## src/rtl/regbank_scheduler.sv

```systemverilog
// Register-bank port owner: clears the bank after reset or on request, then arbitrates
// writeback, PC update and debug reads onto the single write port and the user read port.
module regbank_scheduler #(
  parameter int NREG       = 16,
  parameter int AW         = 4,
  parameter int DW         = 16,
  parameter int PC_IDX     = 0,
  parameter int STARVE_MAX = 3
) (
  input  logic          clk,
  input  logic          rst,
  input  logic          clr_req,
  output logic          busy,
  input  logic          wb_req,
  input  logic [AW-1:0] wb_reg,
  input  logic [DW-1:0] wb_data,
  output logic          wb_gnt,
  input  logic          pc_req,
  input  logic [DW-1:0] pc_data,
  output logic          pc_gnt,
  input  logic          dbg_req,
  input  logic [AW-1:0] dbg_reg,
  output logic          dbg_gnt,
  output logic          dbg_valid,
  output logic [DW-1:0] dbg_data,
  input  logic [DW-1:0] user_out,
  output logic          wr_en,
  output logic [AW-1:0] wr_reg,
  output logic [DW-1:0] wr_data,
  output logic          pc_inc,
  output logic [DW-1:0] pc_data_in,
  output logic [AW-1:0] user_in
);

  localparam int SW = $clog2(STARVE_MAX + 1);

  // Handshake: a transfer happens at the rising edge where req && gnt are both high;
  // a requester holds req and its payload stable until it sees gnt. Grants are combinational.

  typedef enum logic {S_CLEAR, S_RUN} main_state_t;
  typedef enum logic [1:0] {D_IDLE, D_ADDR, D_WAIT} dbg_state_t;

  // State kept as plain named signals so checkers can bind to them directly.
  main_state_t   main_state;
  dbg_state_t    dbg_state;
  logic [AW-1:0] idx;
  logic [SW-1:0] starve;

  logic run_open;
  logic pc_forced;

  assign busy      = (main_state == S_CLEAR);
  // A clear request in RUN pre-empts every requester in that same cycle.
  assign run_open  = (main_state == S_RUN) && !clr_req;
  assign pc_forced = (starve == SW'(STARVE_MAX)) && pc_req;
  assign wb_gnt    = run_open && wb_req && !pc_forced;
  assign pc_gnt    = run_open && pc_req && (pc_forced || !wb_req);
  assign dbg_gnt   = run_open && dbg_req && (dbg_state == D_IDLE);

  always_ff @(posedge clk) begin
    if (!rst) begin
      main_state <= S_CLEAR;
      idx        <= '0;
      starve     <= '0;
      wr_en      <= 1'b0;
      wr_reg     <= '0;
      wr_data    <= '0;
      pc_inc     <= 1'b0;
      pc_data_in <= '0;
    end else begin
      if (pc_gnt)
        starve <= '0;
      else if (pc_req && (starve != SW'(STARVE_MAX)))
        starve <= starve + 1'b1;

      case (main_state)
        S_CLEAR: begin
          wr_en   <= 1'b1;
          wr_reg  <= idx;
          wr_data <= '0;
          pc_inc  <= 1'b0;
          idx     <= idx + 1'b1;
          if (idx == AW'(NREG - 1)) begin
            main_state <= S_RUN;
            idx        <= '0;
          end
        end
        default: begin
          wr_en  <= wb_gnt;
          pc_inc <= pc_gnt;
          if (wb_gnt) begin
            wr_reg  <= wb_reg;
            wr_data <= wb_data;
          end
          if (pc_gnt)
            pc_data_in <= pc_data;
          if (clr_req) begin
            main_state <= S_CLEAR;
            idx        <= '0;
          end
        end
      endcase
    end
  end

  // Read pipeline: index out at T, bank samples at T+1, capture its result at T+2.
  always_ff @(posedge clk) begin
    if (!rst) begin
      dbg_state <= D_IDLE;
      dbg_valid <= 1'b0;
      dbg_data  <= '0;
      user_in   <= '0;
    end else begin
      dbg_valid <= 1'b0;
      case (dbg_state)
        D_IDLE: begin
          if (dbg_gnt) begin
            user_in   <= dbg_reg;
            dbg_state <= D_ADDR;
          end
        end
        D_ADDR: dbg_state <= D_WAIT;
        D_WAIT: begin
          dbg_data  <= user_out;
          dbg_valid <= 1'b1;
          dbg_state <= D_IDLE;
        end
        default: dbg_state <= D_IDLE;
      endcase
    end
  end

endmodule

```

## config.mk

```make
export PLATFORM = sky130hd
export DESIGN_NAME = regbank_scheduler
export DESIGN_NICKNAME = d
export VERILOG_FILES = /design/src/rtl/regbank_scheduler.sv
export SDC_FILE = /design/constraint.sdc
export NUM_CORES = 1
export LEC_CHECK = 0
export CAP_MARGIN = 20
export CORE_MARGIN = 2
export CORE_UTILIZATION = 33
export DETAILED_ROUTE_END_ITERATION = 16
export PLACE_DENSITY = 0.76
export REMOVE_ABC_BUFFERS = 1
export SETUP_SLACK_MARGIN = 0.05
export SKIP_CTS_REPAIR_TIMING = 1
export SLEW_MARGIN = 25
export SYNTH_ARGS = -nofsm -noshare
export SYNTH_HDL_FRONTEND = slang
export SYNTH_SLANG_ARGS = --single-unit
export TNS_END_PERCENT = 50
```

## constraint.sdc

```tcl
create_clock -name clk -period 3.7 [get_ports clk]
set_input_delay 0.37 -clock clk [delete_from_list [all_inputs] [get_ports clk]]
set_output_delay 0.37 -clock clk [all_outputs]
set_load 0.01 [all_outputs]
```

==> results of run 1 <==
==> cells in the mapped netlist (all sizes together) <==
master and number:
o21ai 18, nor3 4, a21oi 34, nand3 17
inv 5, nor4b 1, o31a 1, and4b 1
nor2 8, a221o 4, a22oi 1, a21bo 1
and2 5, dfxtp 68, buf 11, nor4 1
ha 2, nand2 44, clkbuf 8, a22o 16
a2bb2oi 1, nand2b 2, a32o 1, xnor2 1
and2b 1, a31o 1, mux2i 5, nor2b 4
o21a 2, or3 1, a21boi 1
==> cell families after synthesis <==
kind of cell,synth area share
multiplexers,0.0197
flip-flops,0.537
buffers and inverters,0.0489
AO/OA/AOI/OAI,0.205
adder cells (fa/ha/maj),0.00987
AND/OR/NAND/NOR,0.176
XOR/XNOR,0.00346
==> power by group <==
part / total (uW) / internal (uW) / leakage (uW) / switching, uW
Combinational: 116 / 77.4 / 0.000747 / 39.0
Clock: 489 / 237 / 0.0000800 / 253
Sequential: 747 / 740 / 0.000549 / 6.89
==> critical path: cells and delay by family <==
kind / cells / cell delay, ns
buffers and inverters: 2 / 1.09
and+or+nand+nor: 2 / 0.82
==> path summary, 6_finish.rpt <==
kind / from / to / slack [ns] / cells past startpoint
worst max-delay path: clr_req / dbg_gnt / 1.05 / 4
worst min-delay path: dbg_data[11]$_SDFFE_PN0P_ / dbg_data[11]$_SDFFE_PN0P_ / 0.45 / 2
worst max register to register: main_state$_SDFF_PN0_ / pc_data_in[15]$_SDFFE_PN0P_ / 1.84 / 3
worst min register to register: dbg_data[11]$_SDFFE_PN0P_ / dbg_data[11]$_SDFFE_PN0P_ / 0.45 / 2
==> per-stage QoR <==
step | util | instances | total power [uW] | setup slack (ns) | hold slack, ns
2_1_floorplan | - | 251 | 796 | 2.06 | 0.452
3_3_place_gp | 0.520 | 476 | 879 | 1.09 | 0.443
3_5_place_dp | 0.520 | 476 | 881 | 1.05 | 0.446
4_1_cts | 0.540 | 491 | 1380 | 1.03 | 0.456
5_1_grt | 0.541 | 491 | 1410 | 0.864 | 0.474
6_report | 0.541 | 491 | 1350 | 1.05 | 0.453
==> metal layers <==
metal / vias up / share of wire / track usage
met4: 0 / 0.0052 / 0.0391
met2: 77 / 0.48 / 0.254
li1: 1177 / - / -
met3: 4 / 0.079 / 0.0690
met5: - / 0 / 0
met1: 1069 / 0.43 / 0.170
==> area by class of cell <==
| class | count | area [um^2] |
|---|---|---|
| Clock inverter | 3 | 15.0 |
| Fill cell | 661 | 3370 |
| Sequential cell | 68 | 1360 |
| Clock buffer | 12 | 135 |
| Inverter | 5 | 18.8 |
| Timing Repair Buffer | 126 | 1260 |
| Multi-Input combinational cell | 178 | 1050 |
| Tap cell | 99 | 124 |
==> metrics.txt, run 1 <==
post-DR vias/cell 4.74; Pleak 0.00138 uW; clock slew at the register clock pins of the worst setup and hold paths 0.06 ns; class of the worst hold path flop to flop; Mapped Cells 270; DIE AREA 8400 um^2; sequential element share of the synthesized area 0.537; critical-path cell list clkdlybuf4s50_1 -> nand2b_4 -> nor4b_4 -> clkdlybuf4s50_1; Critical Path RT 3.33 ns; max-cap viol count 0; core area 7330 um^2; # H-tree levels 3; largest net degree at the start of global routing 26; GPL Wtd Cong 0.759; remaining antenna violation count 0; vias in the first global route 2,312; Mapped Area 2530 um^2; final hold violations 0; crit path DAT 2.28 ns; initial core utilization 0.346; first-pass GRT wire length 10,200 um; die span in x 91.6 um; initial antenna violation count 0; top post-synthesis cells by area dfxtp_1, a21oi_1, nand2_1; commonest non-fill, non-tap cell in the layout clkdlybuf4s50_1; Worst VDD drop 0.242 mV; Syn. warnings 0; final setup vio count 0; vias 2,327; worst clock skew 0.00720 ns; P&R area growth vs syn 56.3%; relative slew slack 0.444; CP max FO 24; DIE HEIGHT 91.6 um; row cnt 31; Final min period 2.65 ns; CP startpoint kind input pin; IO Pins 125; Netlist cell types 36; crit end category output port; final period utilization 0.716; drt drc 0; most frequent cells in the layout clkdlybuf4s50_1, dfxtp_1, nand2_1, a21oi_1, o21ai_0; clock root cell clkbuf_8; RSZ-0062 raised after global routing false; placed cell area 3810 um^2; clock sink count 68; fin area 3960 um^2; Final HPWL DP 4530 um; Seq cells post-synth 68; CTS tree done; Clock Tree Buf Depth 2; CP max stage delay 0.63 ns; layout cells sized above 1 0.0536; Worst Tran Pin Value 0.827 ns; f_max 0.377 GHz; ANT cells 0; WL per Instance 13.0 um; Slowest cell on crit path clkdlybuf4s50_1; total track usage 0.150; initial drt markers 61; Post-Route WL 6390 um; syn_area_per_cell 9.39 um^2; Max Slew Vio Count 0; cell area power density 341 nW/um^2; setup TNS 0 ns; GRT Residual Overflow 0; Num CTS Buffers 9; CP dominant cell by count clkdlybuf4s50_1; Crit Path Category input pin to output port; status finished clean; largest registers dbg_data: 16 flops, pc_data_in: 16 flops, wr_data: 16 flops; Port Buf Inserts 124; clk_lat worst skew 0.33 ns; post-synth top area share 0.537; top cell type by total area after synthesis dfxtp_1; # nets final 452; DR pass1 iterations 4
Power figures use the tool's default switching activity.
==> inputs of run 2 (changes only) <==
- clock period: 3.7 -> 2.55 ns (I/O delays scaled with it)
==> metrics.txt, run 2 (synthesis results as in run 1) <==
CTS tree done; setup TNS 0 ns; Port Buf Inserts 124; # H-tree levels 3; GPL Wtd Cong 0.755; largest net degree at the start of global routing 22; CP startpoint kind flop; layout cells sized above 1 0.0678; most frequent cells in the layout clkdlybuf4s50_1, dfxtp_1, nand2_1, a21oi_1, o21ai_0; die span in x 91.6 um; initial core utilization 0.346; DR pass1 iterations 4; final period utilization 0.889; Post-Route WL 6550 um; Worst VDD drop 0.230 mV; Comb power frac 0.083; first-pass GRT wire length 10,600 um; P&R area growth vs syn 59.1%; largest registers dbg_data: 16 flops, pc_data_in: 16 flops, wr_data: 16 flops; Worst Tran Pin Value 0.667 ns; clock sink count 68; clk_lat worst skew 0.32 ns; Clock Tree Buf Depth 2; Slowest cell on crit path clkdlybuf4s50_1; number of buffers and inverters on the critical path 1; f_max 0.441 GHz; core area 7330 um^2; fin area 4030 um^2; DIE AREA 8400 um^2; commonest non-fill, non-tap cell in the layout clkdlybuf4s50_1; initial antenna violation count 0; drt drc 0; Num CTS Buffers 9; total track usage 0.156; Final HPWL DP 4710 um; switch share 0.209; Crit Path Category flop to output port; max-cap viol count 0; clock root cell clkbuf_8; Max Slew Vio Count 0; post-DR vias/cell 4.73; GRT Residual Overflow 0; # nets final 459; initial drt markers 69; placed cell area 3860 um^2; critical-path cell list ha_1 -> nor2b_1 -> nor3_1 -> clkdlybuf4s50_1; Clock Power Share 0.390; ANT cells 0; class of the worst hold path flop to flop; clock slew at the register clock pins of the worst setup and hold paths 0.06 ns; DIE HEIGHT 91.6 um; Final min period 2.27 ns; relative slew slack 0.555; row cnt 31; final hold violations 0; worst clock skew 0.00802 ns; vias 2,351; CP max stage delay 0.63 ns; final setup vio count 0; family with the most delay on the worst path buffers and inverters; crit path DAT 2.01 ns; Critical Path RT 2.30 ns; Psw 431 uW; crit end category output port; RSZ-0062 raised after global routing false; Flop pwr share 0.527; vias in the first global route 2,230; CP max FO 4; WL per Instance 13.2 um; status finished clean; cell area power density 510 nW/um^2; Power Internal 1630 uW; IO Pins 125; Pleak 0.00142 uW; remaining antenna violation count 0
## run 2: cell types whose count changed in the layout (fill, tap and decap cells not counted), sizes merged
cell / delta
clkbuf: -1
bufinv: +1
clkinv: -1
buf: +7
## run 2: layer usage
metal | global-route usage | wire [um] | vias up
li1 | - | - | 1188
met1 | 0.193 | 2890 | 1070
met2 | 0.251 | 3170 | 84
met3 | 0.0526 | 423 | 9
met4 | 0.0556 | 65 | 0
met5 | 0 | 0 | -
## run 2: cell type report
cell class | count | area [um^2]
repair buffers | 133 | 1310
inverters | 5 | 18.8
well taps | 99 | 124
fillers | 643 | 3300
multi-input cells | 178 | 1050
flip-flops and latches | 68 | 1360
clock buffers | 11 | 131
clock inverters | 3 | 40.0
## run 2: stage by stage
step                hold slack [ns]  utilization  instances  setup slack [ns]  power (uW)
floorplan                     0.373            -        251             0.906        1160
global placement              0.442        0.527        483             0.437        1280
detailed placement            0.450        0.527        483             0.413        1280
CTS                           0.458        0.550        497             0.282        2090
global route                  0.475        0.550        497             0.136        2140
finish                        0.458        0.550        497             0.284        2060
## run 2: path summary, 6_finish.rpt
path / startpoint / end / slack, ns / cells after the start
setup / recovery: starve[0]$_SDFFE_PP0P_ / pc_gnt / 0.28 / 4
hold / removal: dbg_data[7]$_SDFFE_PN0P_ / dbg_data[7]$_SDFFE_PN0P_ / 0.46 / 2
setup reg to reg: main_state$_SDFF_PN0_ / pc_data_in[8]$_SDFFE_PN0P_ / 0.80 / 4
hold reg to reg: dbg_data[7]$_SDFFE_PN0P_ / dbg_data[7]$_SDFFE_PN0P_ / 0.46 / 2
## run 2: worst min-delay path, stage by stage, from the launching register on
cell     delay [ns]
dfxtp_1        0.31
nand2_1        0.05
a21oi_1        0.05
## run 2: power by group through the flow
stage | combinational [uW] | clock [uW] | sequential (uW)
detailed placement | 172 | 0 | 1110
global route | 186 | 871 | 1090
finish | 171 | 802 | 1080
CTS | 173 | 832 | 1080
floorplan | 47.7 | 0 | 1110
global placement | 170 | 0 | 1110
==> inputs of run 3 (changes only) <==
- CORE_ASPECT_RATIO: not set -> 0.75
- HOLD_SLACK_MARGIN: not set -> 0.15
==> metrics.txt, run 3 (synthesis results as in run 1) <==
status finished clean; multi-input logic area 1050 um^2; family with the most delay on the worst path simple AND/OR/NAND/NOR gates; post-DR vias/cell 4.80; remaining antenna violation count 0; Register Area 1360 um^2; GPL Wtd Cong 0.768; HP Start user_in[1]$_SDFFE_PN0P_; DIE AREA 8410 um^2; DR pass1 iterations 4; row cnt 27; clock slew at the register clock pins of the worst setup and hold paths 0.07 ns; ANT cells 0; IO Pins 125; Final min period 2.39 ns; Pleak 0.00145 uW; Clock Tree Buf Depth 2; DIE HEIGHT 79.9 um; class of the worst hold path flop to flop; # H-tree levels 3; RSZ-0062 raised after global routing false; final hold violations 0; relative slew slack 0.564; CP startpoint kind flop; Slowest cell on crit path clkdlybuf4s50_1; vias 2,400; Critical Path RT 2.30 ns; Num CTS Buffers 9; crit path DAT 2.13 ns; initial core utilization 0.343; Post-Route WL 6870 um; CP max FO 24; clock root cell clkbuf_8; Max Slew Vio Count 0; worst clock skew 0.00776 ns; core area 7400 um^2; WL per Instance 13.7 um; layout cells sized above 1 0.0727; clk_lat worst skew 0.34 ns; f_max 0.419 GHz; Crit Path Category flop to output port; vias in the first global route 2,298; most frequent cells in the layout clkdlybuf4s50_1, dfxtp_1, nand2_1, a21oi_1, o21ai_0; CTS tree done; final setup vio count 0; setup TNS 0 ns; Placed Instances 484; largest registers dbg_data: 16 flops, pc_data_in: 16 flops, wr_data: 16 flops; total track usage 0.167; non-filler instance count after layout 500; GRT Residual Overflow 0; drt drc 0; crit end category output port; Critical Path Start main_state$_SDFF_PN0_; clock sink count 68; max-cap viol count 0; Port Buf Inserts 124; Final HPWL DP 4920 um; initial antenna violation count 0; critical-path cell list nand2b_4 -> nor3_1 -> clkdlybuf4s50_1; CP max stage delay 0.62 ns; final period utilization 0.936; fill cell count 660; number of buffers and inverters on the critical path 1; Worst VDD drop 0.280 mV; FF-to-FF Start starve[0]$_SDFFE_PP0P_; initial drt markers 144; die span in x 105 um; Worst Tran Pin Value 0.654 ns; largest net degree at the start of global routing 25; P&R area growth vs syn 62.0%; cell area power density 573 nW/um^2; commonest non-fill, non-tap cell in the layout clkdlybuf4s50_1; first-pass GRT wire length 11,000 um; # nets final 458
[run 3: cell types whose count changed in the layout (fill, tap and decap cells not counted)]
cell / before / now
clkbuf_8: 9 / 11
buf_4: 9 / 8
bufinv_16: 1 / 3
clkbuf_1: 2 / 1
clkinv_2: 2 / 1
[run 3: power breakdown]
part	internal, uW	switching [uW]	total, uW
registers	1070	10.4	1080
logic	115	59.4	175
clock network	702	392	1090
[run 3: area by class of cell]
class | instances | share of cell area
Clock buffer | 12 | 0.0378
Clock inverter | 4 | 0.0231
Inverter | 5 | 0.00457
Multi-Input combinational cell | 178 | 0.256
Sequential cell | 68 | 0.331
Tap cell | 101 | 0.0308
Timing Repair Buffer | 132 | 0.317
[run 3: worst min-delay path, stage by stage, from the launching register on]
cell     delay (ns)
dfxtp_1        0.31
nand2_1        0.05
mux2i_1        0.05
[run 3: worst paths after layout]
kind	end	cells after the start	slack, ns
max reg2reg	pc_data_in[15]$_SDFFE_PN0P_	4	0.83
max	pc_gnt	3	0.16
min	user_in[1]$_SDFFE_PN0P_	2	0.46
min reg2reg	user_in[1]$_SDFFE_PN0P_	2	0.46
[run 3: layer usage]
layer,global-route usage,wire (um)
met2,0.251,3000
met1,0.216,3210
met3,0.0743,575
met4,0.0533,82
met5,0,0
[run 3: through the flow]
stage	area (um^2)	setup slack (ns)	util	hold slack, ns	total power, uW
floorplan	2430	0.906	-	0.373	1160
global placement	3860	0.314	0.521	0.442	1280
detailed placement	3860	0.297	0.521	0.448	1280
CTS	4110	0.151	0.555	0.445	2380
global route	4110	0.0596	0.555	0.456	2440
finish	4110	0.164	0.555	0.455	2350
